File: src/rtl/delay_align_ctrl_if.sv
// Symbol-path and status bundle between the delay-align sequencer and its environment.
// The slave modport is the sequencer side; the master modport is the delay line / BER side.
interface delay_align_ctrl_if #(
    parameter int WIN_LOG2 = 10
);
    logic                sym_clk_en;
    logic                start;
    logic signed [1:0]   ref_sym;
    logic signed [1:0]   rx_sym;
    logic [7:0]          delay;
    logic                busy;
    logic                locked;
    logic [WIN_LOG2:0]   best_score;
    logic                lock_loss;

    modport master (
        output sym_clk_en, start, ref_sym, rx_sym,
        input  delay, busy, locked, best_score, lock_loss
    );

    modport slave (
        input  sym_clk_en, start, ref_sym, rx_sym,
        output delay, busy, locked, best_score, lock_loss
    );
endinterface

File: src/rtl/delay_align_ctrl.sv
// Sweeps the symbol delay-line tap, scores each tap over a window and locks the best one.
// Optional DELAY_ALIGN_TRACK_EN: while locked, count mismatches and re-sweep on loss of lock.
module delay_align_ctrl #(
    parameter int WIN_LOG2    = 10,
    parameter int MAX_DELAY   = 255,
    parameter int SETTLE_SYMS = 4,
    parameter int LOSS_THRESH = 64
) (
    input  logic              clk,
    input  logic              reset_n,
    delay_align_ctrl_if.slave bus
);
    localparam int            SW          = WIN_LOG2 + 1;
    localparam logic [SW-1:0] WIN_LAST    = SW'((2 ** WIN_LOG2) - 1);
    localparam logic [3:0]    SETTLE_LAST = 4'(SETTLE_SYMS - 1);
    localparam logic [7:0]    MAX_TAP     = 8'(MAX_DELAY);

    typedef enum logic [2:0] {
        ST_IDLE,
        ST_SETTLE,
        ST_MEASURE,
        ST_NEXT,
        ST_LOCKED
    } state_t;

    state_t        state;
    logic [7:0]    delay_q;
    logic [7:0]    best_tap;
    logic          busy_q;
    logic          locked_q;
    logic          lock_loss_q;
    logic [SW-1:0] best_score_q;
    logic [SW-1:0] best;
    logic [SW-1:0] score;
    logic [SW-1:0] win_cnt;
    logic [3:0]    settle_cnt;

    logic          tick;
    logic          sym_match;
    logic          better;
    logic          loss_event;
    logic          sweep_start;

    assign tick      = bus.sym_clk_en;
    assign sym_match = (bus.ref_sym == bus.rx_sym);
    // Strict compare: on a tie the earlier (lower) tap stays the best.
    assign better    = (score > best);

`ifdef DELAY_ALIGN_TRACK_EN
    logic [SW-1:0] miss_cnt;
    logic [SW-1:0] trk_cnt;
    logic [SW-1:0] miss_next;

    assign miss_next  = miss_cnt + SW'(!sym_match);
    assign loss_event = (state == ST_LOCKED) && tick && (trk_cnt == WIN_LAST) &&
                        (int'(miss_next) >= LOSS_THRESH);
`else
    assign loss_event = 1'b0;
`endif

    // A loss of lock re-enters the sweep exactly like an external start.
    assign sweep_start = bus.start || loss_event;

    // NOTE: every register here is state, so all assignments are non-blocking.
    always_ff @(posedge clk or negedge reset_n) begin
        if (!reset_n) begin
            state        <= ST_IDLE;
            delay_q      <= '0;
            best_tap     <= '0;
            busy_q       <= 1'b0;
            locked_q     <= 1'b0;
            lock_loss_q  <= 1'b0;
            best_score_q <= '0;
            best         <= '0;
            score        <= '0;
            win_cnt      <= '0;
            settle_cnt   <= '0;
`ifdef DELAY_ALIGN_TRACK_EN
            miss_cnt     <= '0;
            trk_cnt      <= '0;
`endif
        end else begin
            lock_loss_q <= loss_event;
            if (sweep_start) begin
                state      <= ST_SETTLE;
                delay_q    <= '0;
                best       <= '0;
                best_tap   <= '0;
                score      <= '0;
                win_cnt    <= '0;
                settle_cnt <= '0;
                busy_q     <= 1'b1;
                locked_q   <= 1'b0;
            end else begin
                case (state)
                    ST_IDLE: ;
                    ST_SETTLE: begin
                        if (tick) begin
                            if (settle_cnt == SETTLE_LAST) begin
                                state      <= ST_MEASURE;
                                settle_cnt <= '0;
                                score      <= '0;
                                win_cnt    <= '0;
                            end else begin
                                settle_cnt <= settle_cnt + 4'd1;
                            end
                        end
                    end
                    ST_MEASURE: begin
                        if (tick) begin
                            score   <= score + SW'(sym_match);
                            win_cnt <= win_cnt + SW'(1);
                            if (win_cnt == WIN_LAST) state <= ST_NEXT;
                        end
                    end
                    ST_NEXT: begin
                        if (better) begin
                            best     <= score;
                            best_tap <= delay_q;
                        end
                        if (delay_q == MAX_TAP) begin
                            delay_q      <= better ? delay_q : best_tap;
                            best_score_q <= better ? score : best;
                            busy_q       <= 1'b0;
                            locked_q     <= 1'b1;
                            state        <= ST_LOCKED;
`ifdef DELAY_ALIGN_TRACK_EN
                            miss_cnt     <= '0;
                            trk_cnt      <= '0;
`endif
                        end else begin
                            delay_q    <= delay_q + 8'd1;
                            settle_cnt <= '0;
                            state      <= ST_SETTLE;
                        end
                    end
                    ST_LOCKED: begin
`ifdef DELAY_ALIGN_TRACK_EN
                        if (tick) begin
                            if (trk_cnt == WIN_LAST) begin
                                miss_cnt <= '0;
                                trk_cnt  <= '0;
                            end else begin
                                miss_cnt <= miss_next;
                                trk_cnt  <= trk_cnt + SW'(1);
                            end
                        end
`endif
                    end
                    default: state <= ST_IDLE;
                endcase
            end
        end
    end

    assign bus.delay      = delay_q;
    assign bus.busy       = busy_q;
    assign bus.locked     = locked_q;
    assign bus.best_score = best_score_q;
    assign bus.lock_loss  = lock_loss_q;
endmodule

File: src/flat_wrapper.sv
// flat-port wrapper written by rule: the top's interface ports become plain ports
module delay_align_ctrl_flat 
#(
    parameter int WIN_LOG2    = 10,
    parameter int MAX_DELAY   = 255,
    parameter int SETTLE_SYMS = 4,
    parameter int LOSS_THRESH = 64
)
  (clk, reset_n, bus_sym_clk_en, bus_start, bus_ref_sym, bus_rx_sym, bus_delay, bus_busy, bus_locked, bus_best_score, bus_lock_loss);
  delay_align_ctrl_if #(.WIN_LOG2(WIN_LOG2)) bus_i ();
  input  logic clk;
  input  logic reset_n;
  input wire logic [$bits(bus_i.sym_clk_en)-1:0] bus_sym_clk_en;
  input wire logic [$bits(bus_i.start)-1:0] bus_start;
  input wire logic [$bits(bus_i.ref_sym)-1:0] bus_ref_sym;
  input wire logic [$bits(bus_i.rx_sym)-1:0] bus_rx_sym;
  output wire logic [$bits(bus_i.delay)-1:0] bus_delay;
  output wire logic [$bits(bus_i.busy)-1:0] bus_busy;
  output wire logic [$bits(bus_i.locked)-1:0] bus_locked;
  output wire logic [$bits(bus_i.best_score)-1:0] bus_best_score;
  output wire logic [$bits(bus_i.lock_loss)-1:0] bus_lock_loss;
  assign bus_i.sym_clk_en = bus_sym_clk_en;
  assign bus_i.start = bus_start;
  assign bus_i.ref_sym = bus_ref_sym;
  assign bus_i.rx_sym = bus_rx_sym;
  assign bus_delay = bus_i.delay;
  assign bus_busy = bus_i.busy;
  assign bus_locked = bus_i.locked;
  assign bus_best_score = bus_i.best_score;
  assign bus_lock_loss = bus_i.lock_loss;
  delay_align_ctrl #(.WIN_LOG2(WIN_LOG2), .MAX_DELAY(MAX_DELAY), .SETTLE_SYMS(SETTLE_SYMS), .LOSS_THRESH(LOSS_THRESH)) u_core (.clk(clk), .reset_n(reset_n), .bus(bus_i));
endmodule
File: config.mk
export PLATFORM = sky130hd
export DESIGN_NAME = delay_align_ctrl_flat
export DESIGN_NICKNAME = d
export VERILOG_FILES = /design/src/rtl/delay_align_ctrl_if.sv /design/src/rtl/delay_align_ctrl.sv /design/src/flat_wrapper.sv
export SDC_FILE = /design/constraint.sdc
export NUM_CORES = 1
export LEC_CHECK = 0
export CAP_MARGIN = 0
export CORE_ASPECT_RATIO = 1.75
export CORE_UTILIZATION = 30
export CTS_CLUSTER_DIAMETER = 30
export DETAILED_ROUTE_END_ITERATION = 12
export SYNTH_ARGS = -nofsm -noshare
export SYNTH_HDL_FRONTEND = slang
export SYNTH_SLANG_ARGS = --single-unit
File: constraint.sdc
create_clock -name clk -period 2.05 [get_ports clk]
set_input_delay 0.205 -clock clk [delete_from_list [all_inputs] [get_ports clk]]
set_output_delay 0.205 -clock clk [all_outputs]
set_load 0.01 [all_outputs]
==> qor.yml <==
grt:
  antenna_found_initial: 0
  grtUsageTotal_pct: 16.7
  grt_overflow: 0
  first_global_vias: 3855
  grt_pass1_wl_um: 19000
  grt_max_degree: 70
cts:
  numClockSinks: 69
  cts_buffers: 9
  clk_pin_slew_ns: 0.06
  clk_latency_ns: 0.34
  cts_tree: "built"
  clk_path_buf_depth: 2
  clockRootBuffer: "clkbuf_16"
  cts_htree_levels: 3
worst_setup_path:
  critical_path_class: "reg2reg"
  cp-start-kind: "register"
  critPathArrivalTime_ns: 2.42
  setup.worst_path.end_class: "register"
  crit_path_end: "u_core.bus.delay[0]$_DFFE_PN0P_"
  rrSetupSlack_ns: -0.15
  crit_chain: "inv_2 -> ha_4 -> nand3_2 -> nor3_4 -> a221oi_4 -> nand2_4 -> or4b_1 -> and3_1"
  path_delay_family: "simple AND/OR/NAND/NOR gates"
  cp.buffers_inverters: 1
  cp_max_fo: 5
  rr_endpoint: "u_core.bus.delay[0]$_DFFE_PN0P_"
  slowest_delay_ns: 0.50
  cp.depth: 8
  rr_worst_depth: 8
  worst_path_max_delay_cell: "or4b_1"
  cp-startpoint: "u_core.best[9]$_DFFE_PN0P_"
  crit_required_ns: 2.27
  r2r_start: "u_core.best[9]$_DFFE_PN0P_"
cells_and_area:
  fin_area_sq_um: 5910
  nFillCells: 1231
  antennaDiodeCount: 0
  layout_common_cells: "dfrtp_1, buf_4, o21ai_0"
  area_delta_synth_final_pct: 44.5
  drive_above_1_share_pct: 29.9
  instances_no_fill: 736
  final_common_cell: "dfrtp_1"
  fin_nets: 581
pwr:
  seqPwrFrac_pct: 47.3
  switchingPower_mw: 0.671
  power_density_nw_per_um2: 492
  power_frac_comb_pct: 4.8
  p_int_mw: 2.24
  vdd_drop_max_v: 0.000351
  total_power_mw: 2.91
  p_leak_nw: 2.60
  clkPwrFrac_pct: 47.9
  swShare_pct: 23.1
sta:
  grt_setup_unrepaired: "yes"
  clock-skew-final_ns: 0.00727
  final_hold_viol_count: 0
  setup_viol: 25
  period_minus_slack_ns: 2.20
  fin_ws_ns: -0.148
  finalSetupTns_ns: -1.32
  period_share_pct: 107
  drv_slew: 0
  fmax_mhz: 455
placement:
  place_area_sq_um: 5060
  portBuffers: 28
  dp_hpwl_um: 7790
  gp_congestion: 0.792
  dp.cells: 701
route:
  dr.pass1.iters: 5
  drc_errors: 0
  ant_nets: 0
  wirelength_um: 12000
  vias_per_cell: 5.43
  drtIter0Drc: 221
  vias: 4000
  avgRoutedWirePerCell_um: 16.3
floorplanning:
  initial_core_util_pct: 30.6
  die-area_sq_um: 14100
  core_sq_um: 13400
  io_pins: 30
  num_rows: 56
  die_h_um: 156
  die_w_um: 90.3
yosys:
  ys_types: 53
  ys_ff_latch: 69
  yosysSeqAreaShare_pct: 42.2
  synth_edf_count: 0
  syn_area_sq_um: 4090
  synthCells: 455
  yosys_warnings: 0
  synth-main-ff-cell: "dfrtp_1"
  synthArstFlopShare_pct: 100
  avgSynthCellArea_sq_um: 8.99
  syn_nets: 479
outcome:
  status: "finished with violations"
  violations: "negative setup slack"
min_path:
  hold_class: "in2async"
run:
  cap_viol_max_count: 0
==> per-stage QoR <==
stage	utilization [%]	hold slack, ns	setup WS (ns)
2_1_floorplan	-	-0.0906	-0.0890
3_3_place_gp	37.8	0.262	-0.200
3_5_place_dp	37.8	0.259	-0.232
4_1_cts	41.7	0.443	-0.110
5_1_grt	44.2	0.467	-0.231
6_report	44.2	0.404	-0.148
==> worst min path at each step <==
stage | start | endpoint | slack [ns] | cells past startpoint
6_report | reset_n | u_core.bus.best_score[3]$_DFFE_PN0P_ | 0.40 | 3
5_1_grt | reset_n | u_core.bus.best_score[3]$_DFFE_PN0P_ | 0.47 | 3
4_1_cts | reset_n | u_core.bus.best_score[3]$_DFFE_PN0P_ | 0.44 | 3
3_5_place_dp | reset_n | u_core.bus.best_score[3]$_DFFE_PN0P_ | 0.26 | 2
3_3_place_gp | reset_n | u_core.bus.best_score[3]$_DFFE_PN0P_ | 0.26 | 2
2_1_floorplan | reset_n | u_core.best[0]$_DFFE_PN0P_ | -0.09 | 0
==> layout make-up <==
class | count | area, sq um | share of cell area (%)
multi-input cells | 339 | 2510 | 42.5
inverters | 19 | 71.3 | 1.21
clock inverters | 5 | 27.5 | 0.466
repair buffers | 119 | 1120 | 18.9
well taps | 174 | 218 | 3.68
flip-flops and latches | 69 | 1730 | 29.2
clock buffers | 11 | 233 | 3.94
==> power by group through the flow <==
| stage | sequential (mW) | clock [mW] | combinational, mW |
|---|---|---|---|
| floorplan | 1.40 | 0 | 0.0623 |
| global placement | 1.40 | 0 | 0.135 |
| detailed placement | 1.40 | 0 | 0.137 |
| CTS | 1.37 | 1.42 | 0.140 |
| global route | 1.37 | 1.47 | 0.155 |
| finish | 1.37 | 1.39 | 0.140 |
==> worst reg2reg max path: cells and delay by family (launching register included) <==
| family | cells | cell delay (ns) |
|---|---|---|
| AOI/OAI and AO/OA | 1 | 0.41 |
| adders and majority gates | 1 | 0.21 |
| buffers and inverters | 1 | 0.10 |
| DFF | 1 | 0.40 |
| and+or+nand+nor | 5 | 0.97 |
==> cells by family (layout without fill, tap and decap cells) <==
logic type      Yosys count  count (layout)  share of synthesized area [%]
xor+xnor                  4               4                          0.856
simple gates            178             178                           24.2
flops                    69              69                           42.2
buf+inv                  47             154                           5.14
compound gates          127             127                           19.4
other cells               1               1                         0.0917
fa+ha+maj                16              16                           4.89
mux                      13              13                           3.21
==> routing by layer <==
| layer | GRT usage (%) | wire (um) | vias to the layer above |
|---|---|---|---|
| met1 | 18.4 | 4750 | 1986 |
| met3 | 1.75 | 310 | 31 |
| met2 | 31.2 | 6560 | 116 |
| li1 | - | - | 1867 |
| met4 | 8.99 | 395 | 0 |
| met5 | 0 | 0 | - |
==> sequential cells by signal, summed over array words and instances (netlist names) <==
| name | count |
|---|---|
| u_core.best | 11 |
| u_core.bus.best_score | 11 |
| u_core.score | 11 |
| u_core.win_cnt | 11 |
| u_core.best_tap | 8 |
| u_core.bus.delay | 8 |
| u_core.settle_cnt | 4 |
| u_core.state | 3 |
| u_core.bus.busy | 1 |
| u_core.bus.locked | 1 |
==> synth_stat cells (6+ instances only) <==
cell type / count / area (sq um)
a31oi_1: 20 / 125
nand2_1: 46 / 173
ha_1: 16 / 200
a22oi_1: 9 / 67.6
o21ai_1: 10 / 50.1
clkbuf_1: 14 / 52.6
and4_1: 9 / 78.8
buf_2: 8 / 40.0
a21oi_1: 9 / 45.0
dfrtp_1: 69 / 1730
o31ai_1: 6 / 45.0
mux2i_1: 12 / 120
and3_1: 21 / 131
inv_1: 19 / 71.3
nand3_1: 16 / 80.1
nand4b_1: 10 / 87.6
nor2_1: 28 / 105
nand2b_1: 25 / 156
o21ai_0: 50 / 250
==> what timing repair did <==
action / 4_1_cts / 5_1_grt
hold buffers: 1 / 0
endpoints found under the setup margin: 29 / 61
buffers inserted: 7 / 10
hold endpoints to repair: 69 / 0
pin swaps: 12 / 28
gates cloned: 1 / 4
resized for setup: 36 / 56
No activity file was read; power rests on OpenSTA's default activity.
